==> config.mk <==
export PLATFORM = sky130hd
export DESIGN_NAME = strobe_sched_flat
export DESIGN_NICKNAME = d
export VERILOG_FILES = /design/src/rtl/strobe_sched_if.sv /design/src/rtl/strobe_sched.sv /design/src/flat_wrapper.sv
export SDC_FILE = /design/constraint.sdc
export NUM_CORES = 1
export LEC_CHECK = 0
export ABC_AREA = 1
export CORE_UTILIZATION = 40
export DETAILED_ROUTE_END_ITERATION = 8
export PLACE_DENSITY = 0.63
export SYNTH_ARGS = -nofsm -noshare
export SYNTH_HDL_FRONTEND = slang
export SYNTH_SLANG_ARGS = --single-unit
==> constraint.sdc <==
create_clock -name clk -period 1.9 [get_ports clk]
set_input_delay 0.285 -clock clk [delete_from_list [all_inputs] [get_ports clk]]
set_output_delay 0.285 -clock clk [all_outputs]
set_load 0.01 [all_outputs]
==> src/rtl/strobe_sched_if.sv <==
// Output port of strobe_sched: valid/ready handshake carrying requester id and sample.
// With STROBE_SCHED_TIMESTAMP_EN defined the port also carries the capture timestamp.
interface strobe_sched_if #(
    parameter int DW  = 32,
    parameter int IDW = 2
);
    logic           out_valid;
    logic           out_ready;
    logic [IDW-1:0] out_id;
    logic [DW-1:0]  out_data;
`ifdef STROBE_SCHED_TIMESTAMP_EN
    logic [15:0]    out_time;

    modport master (output out_valid, output out_id, output out_data, output out_time,
                    input  out_ready);
    modport slave  (input  out_valid, input  out_id, input  out_data, input  out_time,
                    output out_ready);
`else
    modport master (output out_valid, output out_id, output out_data,
                    input  out_ready);
    modport slave  (input  out_valid, input  out_id, input  out_data,
                    output out_ready);
`endif
endinterface

==> src/rtl/strobe_sched.sv <==
// Strobe scheduler: per-requester post-update samples of one variable, drained round-robin.
// Optional capture timestamps are enabled with STROBE_SCHED_TIMESTAMP_EN.
module strobe_sched #(
    parameter int NREQ = 4,
    parameter int DW   = 32
) (
    input  logic            clk,
    input  logic            rst_n,
    input  logic            wr_en,
    input  logic [DW-1:0]   wr_data,
    input  logic [NREQ-1:0] req,
    output logic [DW-1:0]   cur_value,
    output logic [NREQ-1:0] pending,
    output logic [NREQ-1:0] overflow,
    strobe_sched_if.master  dout
);
    localparam int IDW = $clog2(NREQ);

    logic [DW-1:0]   cur_reg;
    logic [DW-1:0]   sample;
    logic [NREQ-1:0] pend_reg, pend_next;
    logic [NREQ-1:0] ovf_reg, ovf_next;
    logic [NREQ-1:0] is_grant;
    logic [DW-1:0]   slot_data_reg [NREQ];
    logic [IDW-1:0]  rr_reg, rr_next;
    logic [IDW-1:0]  grant;
    logic            grant_vld;
    logic            load;
    logic            fire;
    logic            ovalid_reg;
    logic [IDW-1:0]  oid_reg;
    logic [DW-1:0]   odata_reg;

    function automatic logic [IDW-1:0] rr_add(input logic [IDW-1:0] base, input int k);
        int s;
        s = int'(base) + k;
        if (s >= NREQ) s = s - NREQ;
        return IDW'(s);
    endfunction

    // Same-cycle write is visible to the sample: last update in the cycle wins.
    assign sample = wr_en ? wr_data : cur_reg;
    assign load   = !ovalid_reg || dout.out_ready;
    assign fire   = load && grant_vld;

    always_comb begin
        logic [IDW-1:0] idx;
        grant     = '0;
        grant_vld = 1'b0;
        idx       = '0;
        for (int k = 0; k < NREQ; k++) begin
            idx = rr_add(rr_reg, k);
            if (!grant_vld && pend_reg[idx]) begin
                grant_vld = 1'b1;
                grant     = idx;
            end
        end
    end

    assign rr_next = rr_add(grant, 1);

    always_ff @(posedge clk or negedge rst_n) begin
        if (!rst_n) begin
            cur_reg <= '0;
        end else if (wr_en) begin
            cur_reg <= wr_data;
        end
    end

    genvar gi;
    generate
        for (gi = 0; gi < NREQ; gi++) begin : g_slot
            assign is_grant[gi]  = fire && (grant == IDW'(gi));
            // A re-request on the grant cycle refills the slot without losing anything.
            assign pend_next[gi] = req[gi] | (pend_reg[gi] & ~is_grant[gi]);
            assign ovf_next[gi]  = ovf_reg[gi] | (req[gi] & pend_reg[gi] & ~is_grant[gi]);

            always_ff @(posedge clk or negedge rst_n) begin
                if (!rst_n) begin
                    slot_data_reg[gi] <= '0;
                end else if (req[gi]) begin
                    slot_data_reg[gi] <= sample;
                end
            end
        end
    endgenerate

    always_ff @(posedge clk or negedge rst_n) begin
        if (!rst_n) begin
            pend_reg <= '0;
            ovf_reg  <= '0;
        end else begin
            pend_reg <= pend_next;
            ovf_reg  <= ovf_next;
        end
    end

    always_ff @(posedge clk or negedge rst_n) begin
        if (!rst_n) begin
            ovalid_reg <= 1'b0;
            oid_reg    <= '0;
            odata_reg  <= '0;
            rr_reg     <= '0;
        end else if (fire) begin
            ovalid_reg <= 1'b1;
            oid_reg    <= grant;
            odata_reg  <= slot_data_reg[grant];
            rr_reg     <= rr_next;
        end else if (ovalid_reg && dout.out_ready) begin
            ovalid_reg <= 1'b0;
        end
    end

`ifdef STROBE_SCHED_TIMESTAMP_EN
    logic [15:0] time_reg;
    logic [15:0] slot_time_reg [NREQ];
    logic [15:0] otime_reg;

    always_ff @(posedge clk or negedge rst_n) begin
        if (!rst_n) begin
            time_reg <= '0;
        end else begin
            time_reg <= time_reg + 16'd1;
        end
    end

    generate
        for (gi = 0; gi < NREQ; gi++) begin : g_stamp
            always_ff @(posedge clk or negedge rst_n) begin
                if (!rst_n) begin
                    slot_time_reg[gi] <= '0;
                end else if (req[gi]) begin
                    slot_time_reg[gi] <= time_reg;
                end
            end
        end
    endgenerate

    always_ff @(posedge clk or negedge rst_n) begin
        if (!rst_n) begin
            otime_reg <= '0;
        end else if (fire) begin
            otime_reg <= slot_time_reg[grant];
        end
    end

    assign dout.out_time = otime_reg;
`endif

    assign cur_value     = cur_reg;
    assign pending       = pend_reg;
    assign overflow      = ovf_reg;
    assign dout.out_valid = ovalid_reg;
    assign dout.out_id    = oid_reg;
    assign dout.out_data  = odata_reg;
endmodule

==> src/flat_wrapper.sv <==
// flat-port wrapper written by rule: the top's interface ports become plain ports
module strobe_sched_flat 
#(
    parameter int NREQ = 4,
    parameter int DW   = 32
)
  (clk, rst_n, wr_en, wr_data, req, cur_value, pending, overflow, dout_out_valid, dout_out_id, dout_out_data, dout_out_ready);
  strobe_sched_if #(.DW(DW), .IDW((2))) dout_i ();
  input  logic clk;
  input  logic rst_n;
  input  logic wr_en;
  input  logic [DW-1:0] wr_data;
  input  logic [NREQ-1:0] req;
  output logic [DW-1:0] cur_value;
  output logic [NREQ-1:0] pending;
  output logic [NREQ-1:0] overflow;
  output wire logic [$bits(dout_i.out_valid)-1:0] dout_out_valid;
  output wire logic [$bits(dout_i.out_id)-1:0] dout_out_id;
  output wire logic [$bits(dout_i.out_data)-1:0] dout_out_data;
  input wire logic [$bits(dout_i.out_ready)-1:0] dout_out_ready;
  assign dout_out_valid = dout_i.out_valid;
  assign dout_out_id = dout_i.out_id;
  assign dout_out_data = dout_i.out_data;
  assign dout_i.out_ready = dout_out_ready;
  strobe_sched #(.NREQ(NREQ), .DW(DW)) u_core (.clk(clk), .rst_n(rst_n), .wr_en(wr_en), .wr_data(wr_data), .req(req), .cur_value(cur_value), .pending(pending), .overflow(overflow), .dout(dout_i));
endmodule
**After elaboration in Yosys (flattened, before gate mapping)**

Index checks and enable logic that the tools add are counted.

- Flip-flop bits (word level): 205
- Logic and storage cells: 101
- Bits in read-only memories: 0
- Memories kept: 0
- Output and inout port bits: 75
- Memory bits (writable): 0
- Bits in latches: 0
- Bits of input ports: 40

- Reduce and logical (&&, ||, !) cells: 16
- Div/mod/pow operators: 0
- Eq/ne operators: 3
- Magnitude comparators: 10
- Muxes and demuxes: 27
- Add/sub/neg operators: 9
- Bitwise logic cells: 25
- Shifts and indexed selects: 0
- Multipliers: 0

Operators with widths:

| operator | count |
|---|---|
| $mux 32 | 3 |
| $bmux 32 s2 | 1 |
| $mux 2 | 9 |
| $ge 3x3->1 const B | 5 |
| $and 1x1->1 | 12 |
| $lt 2x3->1 const B | 4 |
| $mux 1 | 10 |
| $sub 2x1->2 const B | 5 |
| $logic_and 1x1->1 | 9 |
| $bmux 1 s2 | 4 |
| $or 1x1->1 | 8 |
| $add 2x1->3 const B | 2 |
| $add 2x2->3 const B | 2 |
| $eq 2x2->1 const B | 2 |
| $logic_not 1->1 | 4 |
| $not 1->1 | 4 |
| $ge 2x3->1 const B | 1 |
| $not 2->3 | 1 |
| $eq 2x1->1 const B | 1 |
| $logic_not 2->1 | 1 |
| $reduce_bool 2->1 | 1 |
| $logic_or 1x1->1 | 1 |

**Longest topological paths before layout**

Gate-level depths: netlist of run 1.

- Depth in word-level cells: 19
- Mapped depth: 15
- Depth with buffers taken out: 14

**Worst setup path before layout of run 1**

No wires, ideal clock.

- Path kind: register to register
- From: reg u_core.rr_reg[0]
- To: reg u_core.odata_reg[14], in the netlist u_core.dout.out_data[14]
- Cell stages (with the launch flop): 14
- Required time: 1.776 ns
- Slack: 0.157 ns
- Setup time: 0.124 ns
- Buffers on the path: 3
- Period minus slack after synthesis: 1.743 ns
- Arrival time: 1.619 ns
- Cell sequence: dfrtp_1 -> buf_4 -> nand2_1 -> nand3_1 -> nand2_2 -> nor2_1 -> nor2_1 -> nand2_4 -> nand2_4 -> buf_6 -> buf_4 -> nand2_1 -> nand3_1 -> nand3_1

- Longest elaborated chain between the ends: 18
- Elaborated cells between the ends (all ways): 42
- Classes of those cells: 7 x add/sub; 4 x order compare; 23 x mux; 1 x bitwise; 7 x reduce/logical

RTL lines:

| element | line | text |
|---|---|---|
| start: declaration | strobe_sched.sv:25 | `logic [IDW-1:0] rr_reg, rr_next;` |
| start signal: assignment | strobe_sched.sv:108 | `rr_reg <= rr_next;` |
| branches (longest 18 deep; another with $add 2x1->3) | n/a |  |
| end signal: assignment | strobe_sched.sv:107 | `odata_reg <= slot_data_reg[grant];` |
| end: declaration | strobe_sched.sv:32 | `logic [DW-1:0] odata_reg;` |

Parallel ways; which one is timed is not known. The select of a mux whose other input is x is not followed.
A chain may end at the register's enable or synchronous reset.

**Worst setup path after layout of run 1**

- From: reg u_core.rr_reg[0]
- To: reg u_core.odata_reg[15], in the netlist u_core.dout.out_data[15]

Same word-level chain as after synthesis.

==> run_results.csv, run 1 <==
group,metric,value,unit
sta,setup_ws,-0.184,ns
cells_and_area,fin_cells,1621,
yosys,synth_seq_cells,205,
critical_path,cp.arrival,2.51,ns
min_path,hold_class,"input pin to async pin",
grt,grt_pass1_wl,39.2,mm
sta,setup-tns-final,-5.17,ns
power_and_ir_drop,p_leak,6.44,nW
grt,grt_pass1_vias,7471,
floorplanning,fp-row-count,55,
run_status,status,"finished, violations left",
clock_tree,numCtsBuffers,23,
cells_and_area,diodes,0,
routing,drt_iter0_drc,465,
power_and_ir_drop,powerDensity,1740,nW/um2
yosys,syn_area,9220,um2
routing,vias,7926,
cells_and_area,layout-drive-gt1-share,0.180,
grt,grt.overflow.total,0,
cells_and_area,nFillCells,1999,
placement,dp.cells,1551,
sta,timing.hold.ws,0.318,ns
routing,wl_per_cell,15.1,um
sta,period_needed,2.08,ns
sta,finalHoldViolations,0,
clock_tree,clkTransAtPathRegs,0.06,ns
power_and_ir_drop,p_total,22.4,mW
power_and_ir_drop,clkPwrFrac,0.192,
yosys,synth_edf_count,0,
run_status,violations,"negative setup slack",
floorplanning,coreArea,22600,um2
yosys,yosysWarningCount,0,
power_and_ir_drop,p_int,13.7,mW
floorplanning,dieArea,23600,um2
yosys,yosysSeqAreaShare,0.557,
yosys,synthArstFlopShare,1.00,
clock_tree,clockRootBuffer,"clkbuf_16",
flow_run,maxCapViolations,0,
power_and_ir_drop,switching_share,0.390,
placement,gp_congestion,0.851,
clock_tree,cts.sinks,205,
sta,final.period_utilization,1.10,
yosys,synth_fp_nets,1191,
critical_path,crit_path_end_kind,"flip-flop",
yosys,syn_inst,1151,
routing,firstDrtPassIters,5,
routing,drt-total-wl,24.5,mm
cells_and_area,fin_nets,1362,
sta,rsz0062_at_grt,"true",
cells_and_area,final_core_util,0.569,
sta,skew,0.00972,ns
power_and_ir_drop,switching_power,8.75,mW
placement,dpl_cell_area,11100,um2
critical_path,path_class,"flip-flop to flip-flop",
cells_and_area,syn_to_final_growth,39.9,%
floorplanning,die_h,154,um
sta,slew_viol_final,0,
clock_tree,htreeDepth,1,
critical_path,worstPathRequired,2.33,ns
yosys,synth_cell_types,25,
yosys,avgSynthCellArea,8.01,um2
yosys,ys.flop_type,"dfrtp_1",
clock_tree,cts_tree,"done",
routing,antenna_left,0,
routing,viasPerCell,4.89,
sta,setup_violations,44,
placement,portBuffers,114,
floorplanning,io_pins,115,
cells_and_area,fin_area,12900,um2
critical_path,critPathMaxFanout,8,
sta,worstMarginPinSlew,0.637,ns
sta,max_slew_margin,0.571,
placement,dp_hpwl,14.7,mm
sta,fmax,0.480,GHz
grt,antenna_found_initial,0,
grt,grt_max_degree,67,
placement,place_ws,-0.265,ns
routing,drc_errors,0,
floorplanning,initial_utilization,0.407,
clock_tree,clk_latency,0.50,ns
grt,grt_use_total,0.205,
floorplanning,die_x,154,um
power_and_ir_drop,p_comb_frac,0.550,
critical_path,worst_setup_path_start_kind,"flip-flop",
power_and_ir_drop,vdd_drop_max,1.03,mV
power_and_ir_drop,seq_power_share,0.258,
cells_and_area,largest_reg_flops,128,
clock_tree,clk_path_buf_depth,3,
## repair_timing
action | CTS | global route
gates resized for setup | 71 | 93
pin swaps | 27 | 43
hold buffers | 1 | 0
endpoints found under the setup margin | 45 | 47
gates cloned | 5 | 5
hold endpoints to repair | 46 | 0
buffers inserted | 16 | 5
## cell usage after synthesis (2+ instances only)
master | number | area [um2]
nor2_1 | 7 | 26.3
dfrtp_1 | 205 | 5130
nand2_2 | 3 | 18.8
or2_1 | 18 | 113
inv_2 | 3 | 11.3
nand2_4 | 2 | 22.5
nand3_1 | 123 | 616
buf_4 | 3 | 22.5
or2_0 | 6 | 37.5
inv_1 | 182 | 683
nand3b_1 | 2 | 15.0
o21bai_1 | 2 | 15.0
clkbuf_1 | 38 | 143
a21oi_1 | 3 | 15.0
nand3_2 | 2 | 20.0
nand2_1 | 362 | 1360
o21ai_0 | 160 | 801
nor2_2 | 2 | 12.5
buf_2 | 22 | 110
## final timing paths
kind | start | end | slack, ns | cells past startpoint
min reg2reg | u_core.overflow[2]$_DFF_PN0_ | u_core.overflow[2]$_DFF_PN0_ | 0.46 | 2
max reg2reg | u_core.rr_reg[0]$_DFFE_PN0P_ | u_core.dout.out_data[15]$_DFFE_PN0P_ | -0.18 | 16
min in group clk | req[2] | u_core.overflow[2]$_DFF_PN0_ | 0.42 | 3
max | u_core.rr_reg[0]$_DFFE_PN0P_ | u_core.dout.out_data[15]$_DFFE_PN0P_ | -0.18 | 16
min | rst_n | u_core.dout.out_data[27]$_DFFE_PN0P_ | 0.32 | 2
max in group asynchronous | rst_n | u_core.overflow[2]$_DFF_PN0_ | 0.92 | 3
## worst max-delay path: stages (launching register included)
cell	delay (ns)
dfrtp_2	0.49
clkinv_4	0.12
nand2_1	0.10
nand2_2	0.09
nand2_2	0.08
nand2_2	0.06
nor2_4	0.12
nand3_2	0.11
nand2_4	0.11
nand2_8	0.11
buf_12	0.16
buf_16	0.14
nand2_4	0.05
nand3_2	0.05
nand2_2	0.08
nand2_2	0.05
nand2_1	0.07
## power groups by stage
stage | clock [mW] | sequential (mW) | combinational (mW)
2_1_floorplan | 0 | 5.88 | 4.86
6_report | 4.30 | 5.79 | 12.3
4_1_cts | 4.39 | 5.76 | 10.9
3_5_place_dp | 0 | 5.81 | 8.51
3_3_place_gp | 0 | 5.81 | 8.34
5_1_grt | 4.60 | 5.88 | 13.3
## layout make-up
class | count | area, um2 | area share
clock buffers | 34 | 677 | 0.0525
repair buffers | 210 | 2390 | 0.185
flip-flops and latches | 205 | 5130 | 0.398
multi-input cells | 696 | 3560 | 0.277
inverters | 185 | 714 | 0.0554
well taps | 285 | 357 | 0.0277
clock inverters | 5 | 52.6 | 0.00408
repair inverters | 1 | 6.26 | 0.000485
## logic make-up (layout without fill, tap and decap cells)
family / after synthesis / after routing / share of synthesized area
and+or+nand+nor: 528 / 528 / 0.244
buffers and inverters: 250 / 435 / 0.107
DFF: 205 / 205 / 0.557
AOI/OAI and AO/OA: 168 / 168 / 0.0922
## placed cells by master (no fill, tap or decap), drive strengths merged, types with 2 or more instances in the layout
master	netlist	layout
buf	27	92
clkdlybuf4s50	0	110
a21oi	3	3
or2	24	24
nand3	125	125
dfrtp	205	205
nor2	10	10
o21ai	161	161
inv	185	185
o21bai	2	2
dlymetal6s2s	0	2
nand3b	2	2
nand2	367	367
clkinv	0	4
clkbuf	38	39
## routing by layer
metal | vias to the layer above | part of all wire | global-route usage
li1 | 3896 | - | -
met1 | 3802 | 0.45 | 0.292
met2 | 184 | 0.48 | 0.336
met3 | 44 | 0.049 | 0.0248
met4 | 0 | 0.019 | 0.0457
met5 | - | 0 | 0
(Power assumes the default switching activity.)
==> inputs of run 2 (changes only) <==
CORE_ASPECT_RATIO = 2   (was not set)
SKIP_LAST_GASP = 1   (was not set)
==> run 2 against run 1 <==
Net effect: sequential power about the same; critical endpoint is now u_core.dout.out_data[3]$_DFFE_PN0P_; cell count decreased by 0.80%; register-to-register slack worse by 0.04 ns; die area grew 0.16%; the flow still finishes with violations (negative setup slack); critical path type unchanged; via count up 0.62%; highest routed layer unchanged.
==> run_results.csv, run 2 (synthesis gave the netlist of run 1 again) <==
group,metric,value,unit
sta,slew_viol_final,0,
routing,viasPerCell,4.96,
grt,grt_pass1_vias,7452,
routing,antenna_left,0,
critical_path,cp.arrival,2.50,ns
floorplanning,die_x,109,um
cells_and_area,fin_nets,1356,
flow_run,maxCapViolations,0,
cells_and_area,syn_to_final_growth,37.7,%
sta,worstMarginPinSlew,0.554,ns
clock_tree,clockRootBuffer,"clkbuf_16",
routing,firstDrtPassIters,5,
critical_path,r2r-end,"u_core.dout.out_data[3]$_DFFE_PN0P_",
critical_path,worstReg2RegStart,"u_core.rr_reg[0]$_DFFE_PN0P_",
grt,grt_use_total,0.205,
cells_and_area,largest_reg_flops,128,
floorplanning,die_h,217,um
power_and_ir_drop,switching_share,0.394,
floorplanning,initial_utilization,0.407,
power_and_ir_drop,clkPwrFrac,0.176,
critical_path,cp_common_cell,"nand2_4",
clock_tree,numCtsBuffers,19,
clock_tree,cts_tree,"done",
routing,drt_iter0_drc,474,
clock_tree,htreeDepth,1,
critical_path,path_class,"flip-flop to flip-flop",
min_path,hold_class,"input pin to async pin",
power_and_ir_drop,vdd_drop_max,1.10,mV
critical_path,critical_path.max_stage_delay,0.45,ns
power_and_ir_drop,seq_power_share,0.260,
critical_path,crit_family,"simple AND/OR/NAND/NOR gates",
critical_path,crit_path_end_kind,"flip-flop",
critical_path,critical_path.cell_chain,"inv_2 -> buf_12 -> nand2_4 -> nand3_4 -> nand2_4 -> nor2_4 -> nand3_4 -> nand2_8 -> nand2_4 -> clkbuf_16 -> or2_0 -> nand3_1 -> nand3_1",
cells_and_area,diodes,0,
power_and_ir_drop,p_leak,6.34,nW
run_status,violations,"negative setup slack",
grt,grt_max_degree,67,
clock_tree,cts.sinks,205,
routing,drt-total-wl,25.5,mm
floorplanning,dieArea,23700,um2
placement,place_ws,-0.151,ns
routing,wl_per_cell,15.9,um
sta,max_slew_margin,0.627,
cells_and_area,layout-drive-gt1-share,0.163,
clock_tree,clk_latency,0.49,ns
critical_path,path_buf_inv,3,
critical_path,startpoint,"u_core.rr_reg[0]$_DFFE_PN0P_",
sta,fmax,0.470,GHz
run_status,status,"finished, violations left",
floorplanning,fp-row-count,78,
floorplanning,io_pins,115,
clock_tree,clkTransAtPathRegs,0.07,ns
critical_path,worstPathRequired,2.28,ns
clock_tree,clk_path_buf_depth,3,
grt,grt-busiest-layer,"met2",
sta,period_needed,2.13,ns
sta,final.period_utilization,1.12,
critical_path,r2r_slack,-0.23,ns
grt,use_met1,0.249,
sta,setup_violations,44,
floorplanning,coreArea,22600,um2
critical_path,slowest_stage,"dfrtp_2",
critical_path,critPathCapture,"u_core.dout.out_data[3]$_DFFE_PN0P_",
placement,portBuffers,114,
critical_path,critPathMaxFanout,8,
power_and_ir_drop,p_comb_frac,0.564,
sta,setup_ws,-0.227,ns
grt,grt.overflow.total,0,
routing,vias,7975,
grt,antenna_found_initial,0,
cells_and_area,final_core_util,0.561,
sta,finalHoldViolations,0,
power_and_ir_drop,switching_power,8.75,mW
sta,rsz0062_at_grt,"true",
sta,skew,0.0131,ns
cells_and_area,final_cell_mix,"nand2_1 (333), dfrtp_1 (203), inv_1 (177)",
power_and_ir_drop,p_int,13.5,mW
power_and_ir_drop,powerDensity,1750,nW/um2
placement,gp_congestion,0.810,
grt,grt_pass1_wl,38.1,mm
critical_path,worst_setup_path_start_kind,"flip-flop",
critical_path,rr_worst_depth,13,
grt,grtUsageMet2,0.373,
placement,dp_hpwl,14.9,mm
critical_path,cp.depth,13,
cells_and_area,nFillCells,2067,
grt,use_met3,0.0177,
cells_and_area,mostFrequentLayoutCell,"nand2_1",
routing,drc_errors,0,
-- run 2: cell type report --
class | count | area, um2 | area share
clock buffers | 29 | 563 | 0.0444
well taps | 280 | 350 | 0.0276
flip-flops and latches | 205 | 5130 | 0.404
clock inverters | 4 | 73.8 | 0.00582
inverters | 185 | 702 | 0.0553
multi-input cells | 698 | 3540 | 0.279
repair buffers | 207 | 2330 | 0.183
-- run 2: worst min-delay path by stage --
| stage | from | endpoint | cells after the start |
|---|---|---|---|
| after floorplan | rst_n | u_core.cur_value[0]$_DFF_PN0_ | 0 |
| after detailed placement | rst_n | u_core.dout.out_id[0]$_DFFE_PN0P_ | 1 |
| after global placement | rst_n | u_core.overflow[2]$_DFF_PN0_ | 1 |
| final | rst_n | u_core.dout.out_id[0]$_DFFE_PN0P_ | 2 |
| after global routing | rst_n | u_core.dout.out_id[0]$_DFFE_PN0P_ | 2 |
| after CTS | rst_n | u_core.dout.out_id[0]$_DFFE_PN0P_ | 2 |
-- run 2: metrics by stage --
step | std cells | cell area [um2] | power (mW) | hold slack (ns) | TNS [ns]
3_5_place_dp | 1543 | 11100 | 14.5 | 0.301 | -3.68
3_3_place_gp | 1543 | 11100 | 14.3 | 0.302 | -2.08
6_report | 1608 | 12700 | 22.2 | 0.335 | -7.52
5_1_grt | 1608 | 12700 | 23.6 | 0.385 | -11.63
4_1_cts | 1588 | 11900 | 19.3 | 0.354 | -2.74
2_1_floorplan | 1151 | 9220 | 10.7 | -0.0106 | 0
-- run 2: timing repair --
item                                   4_1_cts  5_1_grt
cloned                                       2       13
endpoints found under the hold margin       48        0
hold buffers                                 1        0
setup endpoints to repair                   42       44
pin swaps                                    6       46
resized for setup                           26       94
setup buffers                                9        7
-- run 2: per-layer routing --
metal | up-vias | part of all wire
met5 | - | 0
met4 | 0 | 0.037
met3 | 57 | 0.044
met2 | 227 | 0.53
met1 | 3811 | 0.39
li1 | 3880 | -
-- run 2: power groups by stage --
| stage | clock network, mW | logic, mW | registers, mW |
|---|---|---|---|
| floorplan | 0 | 4.86 | 5.88 |
| global placement | 0 | 8.51 | 5.82 |
| detailed placement | 0 | 8.63 | 5.83 |
| CTS | 4.02 | 9.57 | 5.76 |
| global route | 4.19 | 13.5 | 5.85 |
| finish | 3.92 | 12.5 | 5.77 |
==> RTL change (config.mk and constraints of run 1) <==
`DW` is set to 32 in 3 places; all go to 64.
--- a/src/rtl/strobe_sched_if.sv
+++ b/src/rtl/strobe_sched_if.sv
@@ -2,5 +2,5 @@
 // With STROBE_SCHED_TIMESTAMP_EN defined the port also carries the capture timestamp.
 interface strobe_sched_if #(
-    parameter int DW  = 32,
+    parameter int DW  = 64,
     parameter int IDW = 2
 );
--- a/src/rtl/strobe_sched.sv
+++ b/src/rtl/strobe_sched.sv
@@ -3,5 +3,5 @@
 module strobe_sched #(
     parameter int NREQ = 4,
-    parameter int DW   = 32
+    parameter int DW   = 64
 ) (
     input  logic            clk,
--- a/src/flat_wrapper.sv
+++ b/src/flat_wrapper.sv
@@ -3,5 +3,5 @@
 #(
     parameter int NREQ = 4,
-    parameter int DW   = 32
+    parameter int DW   = 64
 )
   (clk, rst_n, wr_en, wr_data, req, cur_value, pending, overflow, dout_out_valid, dout_out_id, dout_out_data, dout_out_ready);
Ports: changed (resized cur_value, dout_out_data and wr_data); port bits go from 115 to 211. No check against the original RTL was run, so the function may have changed too.
==> RTL change against run 1 <==
- utilization decreased by 1.9 points
- synthesized area increased by 93%
- critical path depth shrank 4
- count of clock-buffer cells in the layout up 27
- sequential cell count rose by 192
- routed wire length up 100%
- setup slack got worse by 110 ps
- power up 79%
- cell area grew 86%
- non-clock buffer count increased by 139
- die area rose by 92%
- the flow still finishes with violations (negative setup slack)
- highest routed layer unchanged
- synthesized cell count up 95%
==> RTL change: results (changes against run 1) <==
- Share of cells above drive strength 1: 14.0% (was 18.0%)
- The all-layer global routing usage came to 21.7% (was 20.5%).
- Setup skew after layout: 13.6 ps (was 9.72 ps)
- Number of clock buffers in the layout: 61 (was 34)
- Floorplan die area: 45,400 um^2 (was 23,600 um^2)
- The highest cell delay on the worst timing path came to 450 ps (was 490 ps).
* Failing checks: negative setup slack (unchanged)
- The first element of the critical path was u_core.rr_reg[1] (was u_core.rr_reg[0]).
- Detailed-route vias per instance: 4.91 (was 4.89)
- The final-stage net count was 2,578 (was 1,362).
- Count of input and output buffers: 210 (was 114)
* Number of ordinary inverters in the final layout: 378 (was 186)
- The global placement routability congestion is 0.811 (was 0.851).
- Met1 capacity usage during global routing: 28.8% (was 29.2%)
- Number of endpoints failing setup at the final stage: 76 (was 44)
- Power spent charging and discharging nets: 16.1 mW (was 8.75 mW)
* Seq cells: 397 (was 205)
- Slack of the critical path: -295 ps (was -184 ps)
- Status: finished with violations (unchanged).
* Post-synth top cells: sky130_fd_sc_hd__nand2_1 (716), sky130_fd_sc_hd__dfrtp_1 (397), sky130_fd_sc_hd__inv_1 (373) (was sky130_fd_sc_hd__nand2_1 (362), sky130_fd_sc_hd__dfrtp_1 (205), sky130_fd_sc_hd__inv_1 (182))
- The static power due to leakage was 12.1 nW (was 6.44 nW).
- The compound-cell area share of the yosys netlist came to 9.27% (was 9.22%).
* DR vias: 15,300 (was 7,926)
- Routed wire length: 49,700 um (was 24,500 um)
- The critical-path maximum fanout was 30 (was 8).
- Non-clock buffer share of cell area: 16.1% (was 18.5%)
- Number of clock buffers inserted by TritonCTS: 43 (was 23)
* Normalized max-slew margin: 55.1% (was 57.1%)
- Proportion of synthesized chip area in sequential cells: 55.8% (was 55.7%)
- Largest cells by area after synthesis: sky130_fd_sc_hd__dfrtp_1 (56%), sky130_fd_sc_hd__nand2_1 (15%), sky130_fd_sc_hd__o21ai_0 (9.0%) (was sky130_fd_sc_hd__dfrtp_1 (56%), sky130_fd_sc_hd__nand2_1 (15%), sky130_fd_sc_hd__o21ai_0 (8.7%)).
- The count of multi-input combinational gates came to 1,337 (was 696).
- The register share of the cell area was 41.5% (was 39.8%).
RTL change: power by group through the flow:
stage                     Sequential [mW]  Combinational (mW)  Clock (mW)
after floorplan                      11.3                9.44           0
after global placement               11.1                16.0           0
after detailed placement             11.2                16.3           0
after CTS                            11.1                17.4        8.70
after global routing                 11.2                22.5        9.05
final                                11.1                20.5        8.48
RTL change: metrics by stage:
stage	hold WS [ps]	total power [mW]	TNS [ps]
after global routing	219	42.8	-27140
after detailed placement	191	27.5	-13600
after CTS	197	37.1	-8330
after global placement	196	27.1	-4770
after floorplan	-10.6	20.7	0
final	203	40.0	-16730
RTL change: critical path, delay by kind of cell, from the launching register on:
family	cells	cell delay, ps
AO/OA/AOI/OAI	1	110
buffers and inverters	3	630
flip-flops	1	450
AND/OR/NAND/NOR	8	860
RTL change: final timing paths:
path                       slack (ps)  depth (start not counted)                       end
max                              -290                         12  u_core.dout.out_data[18]
min in group clk                  330                          5       u_core.cur_value[6]
max in group asynchronous         990                          3  u_core.dout.out_data[45]
min reg2reg                       470                          2  u_core.dout.out_data[44]
min                               200                          2       u_core.cur_value[1]
max reg2reg                      -290                         12  u_core.dout.out_data[18]
RTL change: timing repair:
action                                  in CTS  in global routing
hold endpoints to repair                   181                  0
hold buffers                                 1                  0
endpoints found under the setup margin      80                 77
setup buffers                                7                  7
gates cloned                                 3                 12
pin swaps                                    0                 84
resized for setup                           37                164
RTL change: routing by layer:
layer  wire length, um  vias up
met5                 0        -
met4              1150        0
met3              2340       71
met2             24300      383
met1             22000     7433
li1                  -     7436
